[src/rtl/rtc_lectura_if.sv]
`default_nettype none
// ============================================================================
// Module   : rtc_lectura_if
// Brief    : Control, RTC multiplexed bus and memory-copy signals of rtc_lectura.
// Revision : 1.0
// ============================================================================
interface rtc_lectura_if;
  logic       start;
  logic [7:0] AD_in;
  logic       actready;
  logic [7:0] AD_out;
  logic       AD_oe;
  logic       CS_n;
  logic       RD_n;
  logic       WR_n;
  logic       AD_sel;
  logic [3:0] ADD1;
  logic [7:0] DAT1;
  logic       w1;
  logic       whileT;
  logic       busy;
  logic       done;
  logic       err;

  modport master (
    input  start, AD_in, actready,
    output AD_out, AD_oe, CS_n, RD_n, WR_n, AD_sel,
    output ADD1, DAT1, w1, whileT, busy, done, err
  );

  modport slave (
    output start, AD_in, actready,
    input  AD_out, AD_oe, CS_n, RD_n, WR_n, AD_sel,
    input  ADD1, DAT1, w1, whileT, busy, done, err
  );
endinterface
`default_nettype wire

[src/rtl/rtc_lectura.sv]
`default_nettype none
// ============================================================================
// Module   : rtc_lectura
// Brief    : Reads the 9 RTC time/timer registers and copies them to memory slots.
// Revision : 1.0
// ============================================================================
module rtc_lectura #(
  parameter int T_PULSE = 4,
  parameter int T_ACT   = 64
) (
  input  logic          clk,
  input  logic          reset,
  rtc_lectura_if.master bus
);

  localparam logic [2:0] c_IDLE   = 3'd0;
  localparam logic [2:0] c_ADDR   = 3'd1;
  localparam logic [2:0] c_GAP    = 3'd2;
  localparam logic [2:0] c_DATA   = 3'd3;
  localparam logic [2:0] c_WRMEM  = 3'd4;
  localparam logic [2:0] c_NEXT   = 3'd5;
  localparam logic [2:0] c_CIERRE = 3'd6;
  localparam logic [2:0] c_ESPERA = 3'd7;

  localparam logic [3:0] c_PH_LAST  = 4'(T_PULSE - 1);
  localparam logic [3:0] c_IDX_LAST = 4'd8;
  localparam logic [8:0] c_ACT_LIM  = 9'(T_ACT);

  logic [2:0] r_state;
  logic [3:0] r_idx;
  logic [3:0] r_ph_cnt;
  logic [7:0] r_act_cnt;
  logic [7:0] r_data;
  logic       r_done;
  logic       r_err;

  logic [7:0] w_addr;
  logic [3:0] w_slot;
  logic       w_ph_last;
  logic       w_act_expire;

  always_comb begin
    w_addr = 8'h00;
    w_slot = 4'd0;
    case (r_idx)
      4'd0:    begin w_addr = 8'h21; w_slot = 4'd1;  end
      4'd1:    begin w_addr = 8'h22; w_slot = 4'd2;  end
      4'd2:    begin w_addr = 8'h23; w_slot = 4'd3;  end
      4'd3:    begin w_addr = 8'h24; w_slot = 4'd4;  end
      4'd4:    begin w_addr = 8'h25; w_slot = 4'd5;  end
      4'd5:    begin w_addr = 8'h26; w_slot = 4'd6;  end
      4'd6:    begin w_addr = 8'h41; w_slot = 4'd9;  end
      4'd7:    begin w_addr = 8'h42; w_slot = 4'd10; end
      4'd8:    begin w_addr = 8'h43; w_slot = 4'd11; end
      default: begin w_addr = 8'h00; w_slot = 4'd0;  end
    endcase
  end

  assign w_ph_last = (r_ph_cnt == c_PH_LAST);
  // CIERRE is cycle 1 after whileT falls, so ESPERA cycle k is cycle k+1; expire at cycle T_ACT.
  assign w_act_expire = ({1'b0, r_act_cnt} + 9'd2) >= c_ACT_LIM;

  always_ff @(posedge clk) begin
    if (!reset) begin
      r_state   <= c_IDLE;
      r_idx     <= 4'd0;
      r_ph_cnt  <= 4'd0;
      r_act_cnt <= 8'd0;
      r_data    <= 8'h00;
      r_done    <= 1'b0;
      r_err     <= 1'b0;
    end else begin
      r_done <= 1'b0;
      case (r_state)
        c_IDLE: begin
          if (bus.start) begin
            r_state  <= c_ADDR;
            r_idx    <= 4'd0;
            r_ph_cnt <= 4'd0;
            r_err    <= 1'b0;
          end
        end
        c_ADDR: begin
          if (w_ph_last) begin
            r_state  <= c_GAP;
            r_ph_cnt <= 4'd0;
          end else begin
            r_ph_cnt <= r_ph_cnt + 4'd1;
          end
        end
        c_GAP: begin
          r_state  <= c_DATA;
          r_ph_cnt <= 4'd0;
        end
        c_DATA: begin
          if (w_ph_last) begin
            r_data   <= bus.AD_in;
            r_state  <= c_WRMEM;
            r_ph_cnt <= 4'd0;
          end else begin
            r_ph_cnt <= r_ph_cnt + 4'd1;
          end
        end
        c_WRMEM: r_state <= c_NEXT;
        c_NEXT: begin
          if (r_idx == c_IDX_LAST) begin
            r_state <= c_CIERRE;
          end else begin
            r_idx    <= r_idx + 4'd1;
            r_ph_cnt <= 4'd0;
            r_state  <= c_ADDR;
          end
        end
        c_CIERRE: begin
          r_act_cnt <= 8'd0;
          r_state   <= c_ESPERA;
        end
        c_ESPERA: begin
          if (bus.actready) begin
            r_state <= c_IDLE;
            r_done  <= 1'b1;
            r_err   <= 1'b0;
          end else if (w_act_expire) begin
            r_state <= c_IDLE;
            r_done  <= 1'b1;
            r_err   <= 1'b1;
          end else begin
            r_act_cnt <= r_act_cnt + 8'd1;
          end
        end
        default: r_state <= c_IDLE;
      endcase
    end
  end

  assign bus.CS_n   = !((r_state == c_ADDR) || (r_state == c_GAP) || (r_state == c_DATA));
  assign bus.WR_n   = (r_state != c_ADDR);
  assign bus.RD_n   = (r_state != c_DATA);
  assign bus.AD_sel = (r_state == c_DATA);
  assign bus.AD_oe  = (r_state == c_ADDR);
  assign bus.AD_out = (r_state == c_ADDR) ? w_addr : 8'h00;

  assign bus.w1     = (r_state == c_WRMEM);
  assign bus.ADD1   = (r_state == c_WRMEM) ? w_slot : 4'd0;
  assign bus.DAT1   = (r_state == c_WRMEM) ? r_data : 8'h00;
  assign bus.whileT = (r_state == c_ADDR) || (r_state == c_GAP) || (r_state == c_DATA) ||
                      (r_state == c_WRMEM) || (r_state == c_NEXT);
  assign bus.busy   = (r_state != c_IDLE);
  assign bus.done   = r_done;
  assign bus.err    = r_err;

endmodule
`default_nettype wire

[src/flat_wrapper.sv]
// flat-port wrapper written by rule: the top's interface ports become plain ports
module rtc_lectura_flat 
#(
  parameter int T_PULSE = 4,
  parameter int T_ACT   = 64
)
  (clk, reset, bus_start, bus_AD_in, bus_actready, bus_AD_out, bus_AD_oe, bus_CS_n, bus_RD_n, bus_WR_n, bus_AD_sel, bus_ADD1, bus_DAT1, bus_w1, bus_whileT, bus_busy, bus_done, bus_err);
  rtc_lectura_if bus_i ();
  input  logic clk;
  input  logic reset;
  input wire logic [$bits(bus_i.start)-1:0] bus_start;
  input wire logic [$bits(bus_i.AD_in)-1:0] bus_AD_in;
  input wire logic [$bits(bus_i.actready)-1:0] bus_actready;
  output wire logic [$bits(bus_i.AD_out)-1:0] bus_AD_out;
  output wire logic [$bits(bus_i.AD_oe)-1:0] bus_AD_oe;
  output wire logic [$bits(bus_i.CS_n)-1:0] bus_CS_n;
  output wire logic [$bits(bus_i.RD_n)-1:0] bus_RD_n;
  output wire logic [$bits(bus_i.WR_n)-1:0] bus_WR_n;
  output wire logic [$bits(bus_i.AD_sel)-1:0] bus_AD_sel;
  output wire logic [$bits(bus_i.ADD1)-1:0] bus_ADD1;
  output wire logic [$bits(bus_i.DAT1)-1:0] bus_DAT1;
  output wire logic [$bits(bus_i.w1)-1:0] bus_w1;
  output wire logic [$bits(bus_i.whileT)-1:0] bus_whileT;
  output wire logic [$bits(bus_i.busy)-1:0] bus_busy;
  output wire logic [$bits(bus_i.done)-1:0] bus_done;
  output wire logic [$bits(bus_i.err)-1:0] bus_err;
  assign bus_i.start = bus_start;
  assign bus_i.AD_in = bus_AD_in;
  assign bus_i.actready = bus_actready;
  assign bus_AD_out = bus_i.AD_out;
  assign bus_AD_oe = bus_i.AD_oe;
  assign bus_CS_n = bus_i.CS_n;
  assign bus_RD_n = bus_i.RD_n;
  assign bus_WR_n = bus_i.WR_n;
  assign bus_AD_sel = bus_i.AD_sel;
  assign bus_ADD1 = bus_i.ADD1;
  assign bus_DAT1 = bus_i.DAT1;
  assign bus_w1 = bus_i.w1;
  assign bus_whileT = bus_i.whileT;
  assign bus_busy = bus_i.busy;
  assign bus_done = bus_i.done;
  assign bus_err = bus_i.err;
  rtc_lectura #(.T_PULSE(T_PULSE), .T_ACT(T_ACT)) u_core (.clk(clk), .reset(reset), .bus(bus_i));
endmodule
[config.mk]
export PLATFORM = sky130hd
export DESIGN_NAME = rtc_lectura_flat
export DESIGN_NICKNAME = d
export VERILOG_FILES = /design/src/rtl/rtc_lectura_if.sv /design/src/rtl/rtc_lectura.sv /design/src/flat_wrapper.sv
export SDC_FILE = /design/constraint.sdc
export NUM_CORES = 1
export LEC_CHECK = 0
export BUFFER_PORTS_ARGS = -buffer_cell sky130_fd_sc_hd__clkbuf_2
export CORE_ASPECT_RATIO = 1.5
export CORE_MARGIN = 10
export CORE_UTILIZATION = 35
export CTS_BUF_LIST = sky130_fd_sc_hd__clkbuf_8
export DETAILED_ROUTE_END_ITERATION = 8
export PLACE_DENSITY = 0.62
export SLEW_MARGIN = 30
export SYNTH_ARGS = -nofsm -noshare
export SYNTH_HDL_FRONTEND = slang
export SYNTH_SLANG_ARGS = --single-unit
export TNS_END_PERCENT = 50
[constraint.sdc]
create_clock -name clk -period 2.9 [get_ports clk]
set_input_delay 0.435 -clock clk [delete_from_list [all_inputs] [get_ports clk]]
set_output_delay 0.435 -clock clk [all_outputs]
set_load 0.1 [all_outputs]
==> run_results.csv, run 1 <==
group,metric,value,unit
logic_synthesis,synth_common_cells,"nor2_1, dfxtp_1, and2_1, a21oi_1, mux2i_1",
sta,layout_min_cycle_time,2.45,ns
route,wl,4.62,mm
sta,drv_slew,0,
job,cap_violations,0,
clocking,holdBufCountCts,0,
route,vias,1716,
logic_synthesis,synthTopCellsByArea,"dfxtp_1, nor2_1, mux2i_1",
logic_synthesis,avgSynthCellArea,8.24,um2
logic_synthesis,synth_cell_types,50,
logic_synthesis,synth-seq-area-share,0.353,
route,vias_per_cell,5.06,
global_route,antenna_found_initial,0,
route,postRouteAntennaNets,0,
placed_design,gp_congestion,0.830,
sta,fin_ws,0.453,ns
logic_synthesis,yosysMostFrequentCell,"nor2_1",
logic_synthesis,ys_ff_latch,34,
logic_synthesis,synth_top_area_share,0.353,
hold_path,min_path_type,"input pin to flip-flop",
worst_setup_path,worst-endpoint-required,2.47,ns
sta,setup_tns,0,ns
clocking,clock_sinks,34,
sta,rsz0062_at_grt,"false",
route,drc,0,
clocking,path_clk_slew,0.07,ns
route,wl_per_cell,13.6,um
worst_setup_path,cp-start-kind,"flip-flop",
floorplanning,num_io_pins,42,
route,drt-initial-drc-count,65,
logic_synthesis,syn_area,1930,um2
logic_synthesis,yosysTopAreaCell,"dfxtp_1",
outcome,status,"finished, final reports clean",
floorplanning,start_util,0.356,
sta,relSlewSlack,0.638,
floorplanning,die_h,111,um
sta,min_period_over_period,0.844,
logic_synthesis,yosys_warnings,0,
global_route,grt_max_degree,21,
floorplanning,die_w,80.6,um
floorplanning,dieArea,8940,um2
clocking,numCtsBuffers,5,
worst_setup_path,cp_max_fo,20,
layout,antenna_cells,0,
clocking,htreeDepth,2,
clocking,cts_setup_buffers,0,
route,dr.pass1.iters,4,
sta,setup_violations,0,
clocking,root_buffer,"clkbuf_8",
floorplanning,rows,33,
clocking,cts_resized,0,
clocking,clockBufferDepth,2,
placed_design,port_buffers,38,
sta,fmax,409,MHz
global_route,first_global_vias,1662,
worst_setup_path,critical_path_class,"flip-flop to output pin",
layout,synthToLayoutAreaGrowth,26.1,%
logic_synthesis,synthFlopType,"dfxtp_1",
sta,worstMarginPinSlew,0.529,ns
logic_synthesis,netlist_instances,234,
worst_setup_path,crit_path_end_kind,"output pin",
power_and_ir_drop,ir_worst_vdd,0.214,mV
floorplanning,core_area,5410,um2
logic_synthesis,async_reset_ff_frac,0,
placed_design,pre_cts_ws,0.601,ns
clocking,clk_latency,0.28,ns
power_and_ir_drop,power_leakage,1.01,nW
layout,layout.nets,289,
logic_synthesis,synth-edff-count,0,
sta,hold_violations,0,
global_route,grt-ovfl-total,0,
clocking,tritoncts,"built",
placed_design,dpl.hpwl,3.62,mm
worst_setup_path,cp.arrival,2.01,ns
global_route,grt_pass1_wl,7.78,mm
layout,layout-drive-gt1-share,0.216,
global_route,grt_util_all_layers,0.105,
sta,skew,0.0117,ns
power_and_ir_drop,p_per_area,384,nW/um2
[state kept, by name, indices dropped and copies added, names as in the netlist]
register          count
u_core.w_slot         3
u_core.r_data         8
u_core.r_idx          4
u_core.bus.err        1
u_core.bus.done       1
u_core.r_state        3
u_core.r_act_cnt      8
u_core.r_ph_cnt       4
u_core.w_addr         2
[cell type report]
cell class	count	area (um2)
Clock inverter	2	10.0
Sequential cell	34	681
Clock buffer	5	68.8
Multi-Input combinational cell	176	1150
Timing Repair Buffer	40	388
Fill cell	547	2980
Tap cell	70	87.6
Inverter	12	45.0
[cell usage in the layout, fill, tap and decap left out, types with 5 or more instances in the layout]
cell / instances
and3_1: 5
nand2_1: 11
ha_1: 8
clkbuf_8: 5
mux2i_1: 13
o21ai_0: 6
nor2_1: 37
dfxtp_1: 34
and2_1: 19
clkbuf_2: 25
a21oi_1: 13
buf_12: 12
nand3_1: 9
inv_1: 12
[path summary, 6_finish.rpt]
kind,slack (ns),endpoint,startpoint,depth (start not counted)
min reg2reg,0.48,u_core.r_data[0]$_SDFFE_PN0P_,u_core.r_data[0]$_SDFFE_PN0P_,2
min,0.39,u_core.r_data[0]$_SDFFE_PN0P_,bus_AD_in[0],3
max reg2reg,0.57,u_core.w_slot[1]$_DFF_P_,u_core.r_state[0]$_SDFFE_PN0P_,8
max,0.45,bus_AD_out[6],u_core.r_state[0]$_SDFFE_PN0P_,4
[metrics by stage]
step / instances / power (mW) / utilization / hold WS, ns / cell area (um2)
after floorplan: 236 / 0.593 / - / 0.452 / 1940
after global placement: 332 / 0.615 / 0.435 / 0.466 / 2350
after detailed placement: 332 / 0.615 / 0.435 / 0.472 / 2350
after CTS: 339 / 0.944 / 0.449 / 0.389 / 2430
after global routing: 339 / 0.967 / 0.449 / 0.418 / 2430
final: 339 / 0.933 / 0.449 / 0.392 / 2430
[worst max-delay path, cell delays in order, from the launching register on]
cell      delay, ns
dfxtp_1        0.68
nand2b_1       0.24
nor2_4         0.20
and2_1         0.16
clkbuf_2       0.46
[logic make-up after synthesis]
group | count (synthesis) | synth area share
DFF | 34 | 0.353
adders and majority gates | 8 | 0.0519
buffers and inverters | 26 | 0.0578
and+or+nand+nor | 109 | 0.304
muxes | 15 | 0.0792
AOI/OAI and AO/OA | 39 | 0.143
other | 1 | 0.00194
xor gates and xnor gates | 2 | 0.00909
[routing by layer]
metal | up-vias | GRT usage | routed length (um)
li1 | 880 | - | -
met1 | 789 | 0.120 | 2020
met2 | 39 | 0.169 | 2230
met3 | 8 | 0.0341 | 278
met4 | 0 | 0.0519 | 100
met5 | - | 0 | 0
[report_power, final]
| group | switching, mW | internal, mW | total, mW |
|---|---|---|---|
| Sequential | 0.00628 | 0.469 | 0.476 |
| Clock | 0.168 | 0.161 | 0.329 |
| Combinational | 0.103 | 0.0251 | 0.128 |
(Power assumes the default switching activity.)
==> run 2, diff against run 1 <==
- clock period: 2.9 -> 2.5 ns (I/O delays scaled with it)
==> run_results.csv, run 2 (synthesized netlist as in run 1, its figures left out) <==
group,metric,value,unit
hold_path,hp-start,"bus_AD_in[5]",
worst_setup_path,crit_family,"buffers and inverters",
layout,top_regs,"u_core.r_act_cnt (8), u_core.r_data (8)",
worst_setup_path,slowest_stage,"clkbuf_2",
route,dr.pass1.iters,4,
placed_design,port_buffers,38,
worst_setup_path,r2r_start,"u_core.r_idx[0]$_SDFFE_PN0N_",
clocking,numCtsBuffers,5,
global_route,grt-ovfl-total,0,
clocking,tritoncts,"built",
sta,fmax,457,MHz
worst_setup_path,rrSetupSlack,0.37,ns
sta,fin_ws,0.310,ns
power_and_ir_drop,ir_worst_vdd,0.364,mV
power_and_ir_drop,power_leakage,1.06,nW
floorplanning,core_area,5410,um2
sta,skew,0.00929,ns
worst_setup_path,worstSetupStartpoint,"u_core.r_state[0]$_SDFFE_PN0P_",
sta,fin_hold_ws,0.320,ns
clocking,htreeDepth,2,
worst_setup_path,worst-endpoint-required,2.12,ns
worst_setup_path,crit_path_end_kind,"output pin",
global_route,first_global_vias,1691,
floorplanning,die_w,80.6,um
floorplanning,dieArea,8940,um2
sta,rsz0062_at_grt,"false",
sta,hold_violations,0,
floorplanning,start_util,0.356,
power_and_ir_drop,p_per_area,517,nW/um2
placed_design,gp_congestion,0.833,
clocking,holdBufCountCts,0,
layout,antenna_cells,0,
floorplanning,num_io_pins,42,
worst_setup_path,cp-start-kind,"flip-flop",
sta,setup_tns,0,ns
route,wl_per_cell,13.4,um
route,vias,1732,
job,cap_violations,0,
layout,final_cell_mix,"nor2_1, dfxtp_1, clkbuf_2",
clocking,cts_resized,0,
hold_path,min_path_type,"input pin to flip-flop",
worst_setup_path,cp_max_fo,19,
sta,worstMarginPinSlew,0.561,ns
floorplanning,rows,33,
global_route,grt_util_all_layers,0.104,
global_route,grt_max_degree,20,
route,drt-initial-drc-count,69,
worst_setup_path,crit_buf_inv,3,
sta,setup_violations,0,
route,wl,4.60,mm
floorplanning,die_h,111,um
layout,layout-drive-gt1-share,0.259,
clocking,path_clk_slew,0.07,ns
worst_setup_path,worstPathCellList,"buf_4 > nor2b_1 > nand2_1 > inv_1 > clkbuf_2",
clocking,root_buffer,"clkbuf_8",
layout,final_common_cell,"nor2_1",
route,drc,0,
outcome,status,"finished, final reports clean",
worst_setup_path,cp.arrival,1.81,ns
sta,min_period_over_period,0.876,
sta,drv_slew,0,
clocking,clk_latency,0.29,ns
global_route,grt_pass1_wl,7.73,mm
layout,synthToLayoutAreaGrowth,31.9,%
placed_design,dpl.hpwl,3.57,mm
route,postRouteAntennaNets,0,
global_route,antenna_found_initial,0,
route,vias_per_cell,5.03,
worst_setup_path,max_stage_delay,0.44,ns
clocking,clockBufferDepth,2,
sta,relSlewSlack,0.626,
layout,layout.nets,293,
clocking,cts_setup_buffers,0,
placed_design,pre_cts_ws,0.338,ns
worst_setup_path,critical_path_class,"flip-flop to output pin",
clocking,clock_sinks,34,
sta,layout_min_cycle_time,2.19,ns
## run 2: cell types whose count changed in the layout (fill, tap and decap cells not counted)
cell and delta:
and2_1 -8, and2_2 +8, buf_12 +1, buf_4 +3, bufinv_16 +2, clkinv_2 -2
clkinv_4 +1
## run 2: metrics by stage
| stage | instances | total power [mW] | util | area (um2) |
|---|---|---|---|---|
| floorplan | 236 | 0.688 | - | 1950 |
| global placement | 336 | 0.716 | 0.445 | 2400 |
| detailed placement | 336 | 0.718 | 0.445 | 2400 |
| CTS | 344 | 1.33 | 0.470 | 2540 |
| global route | 344 | 1.37 | 0.470 | 2540 |
| finish | 344 | 1.31 | 0.470 | 2540 |
## run 2: tightest hold or removal path: cells and delay by family
| family | cells | cell delay (ns) |
|---|---|---|
| buffers and inverters | 1 | 0.08 |
| muxes | 1 | 0.06 |
| and+or+nand+nor | 1 | 0.07 |
## run 2: routing by layer
| metal | global-route usage | wire [um] |
|---|---|---|
| met5 | 0 | 0 |
| met3 | 0.0325 | 368 |
| met2 | 0.174 | 2250 |
| met4 | 0.0495 | 97 |
| met1 | 0.114 | 1890 |
## run 2: final timing paths
path | end | cells past startpoint
hold reg to reg | u_core.r_data[5]$_SDFFE_PN0P_ | 2
hold / removal | u_core.r_data[5]$_SDFFE_PN0P_ | 3
setup / recovery | bus_AD_sel | 5
setup reg to reg | u_core.w_addr[6]$_DFF_P_ | 10
## run 2: area by class of cell
type | instances | area, um2
fillers | 515 | 2870
multi-input cells | 176 | 1160
flip-flops and latches | 34 | 681
repair buffers | 44 | 430
well taps | 70 | 87.6
clock buffers | 5 | 68.8
clock inverters | 3 | 68.8
inverters | 12 | 45.0
## run 2: report_power, final
group	total (mW)	switching, mW	internal, mW
Clock	0.609	0.210	0.399
Sequential	0.547	0.00243	0.544
Combinational	0.158	0.125	0.0324
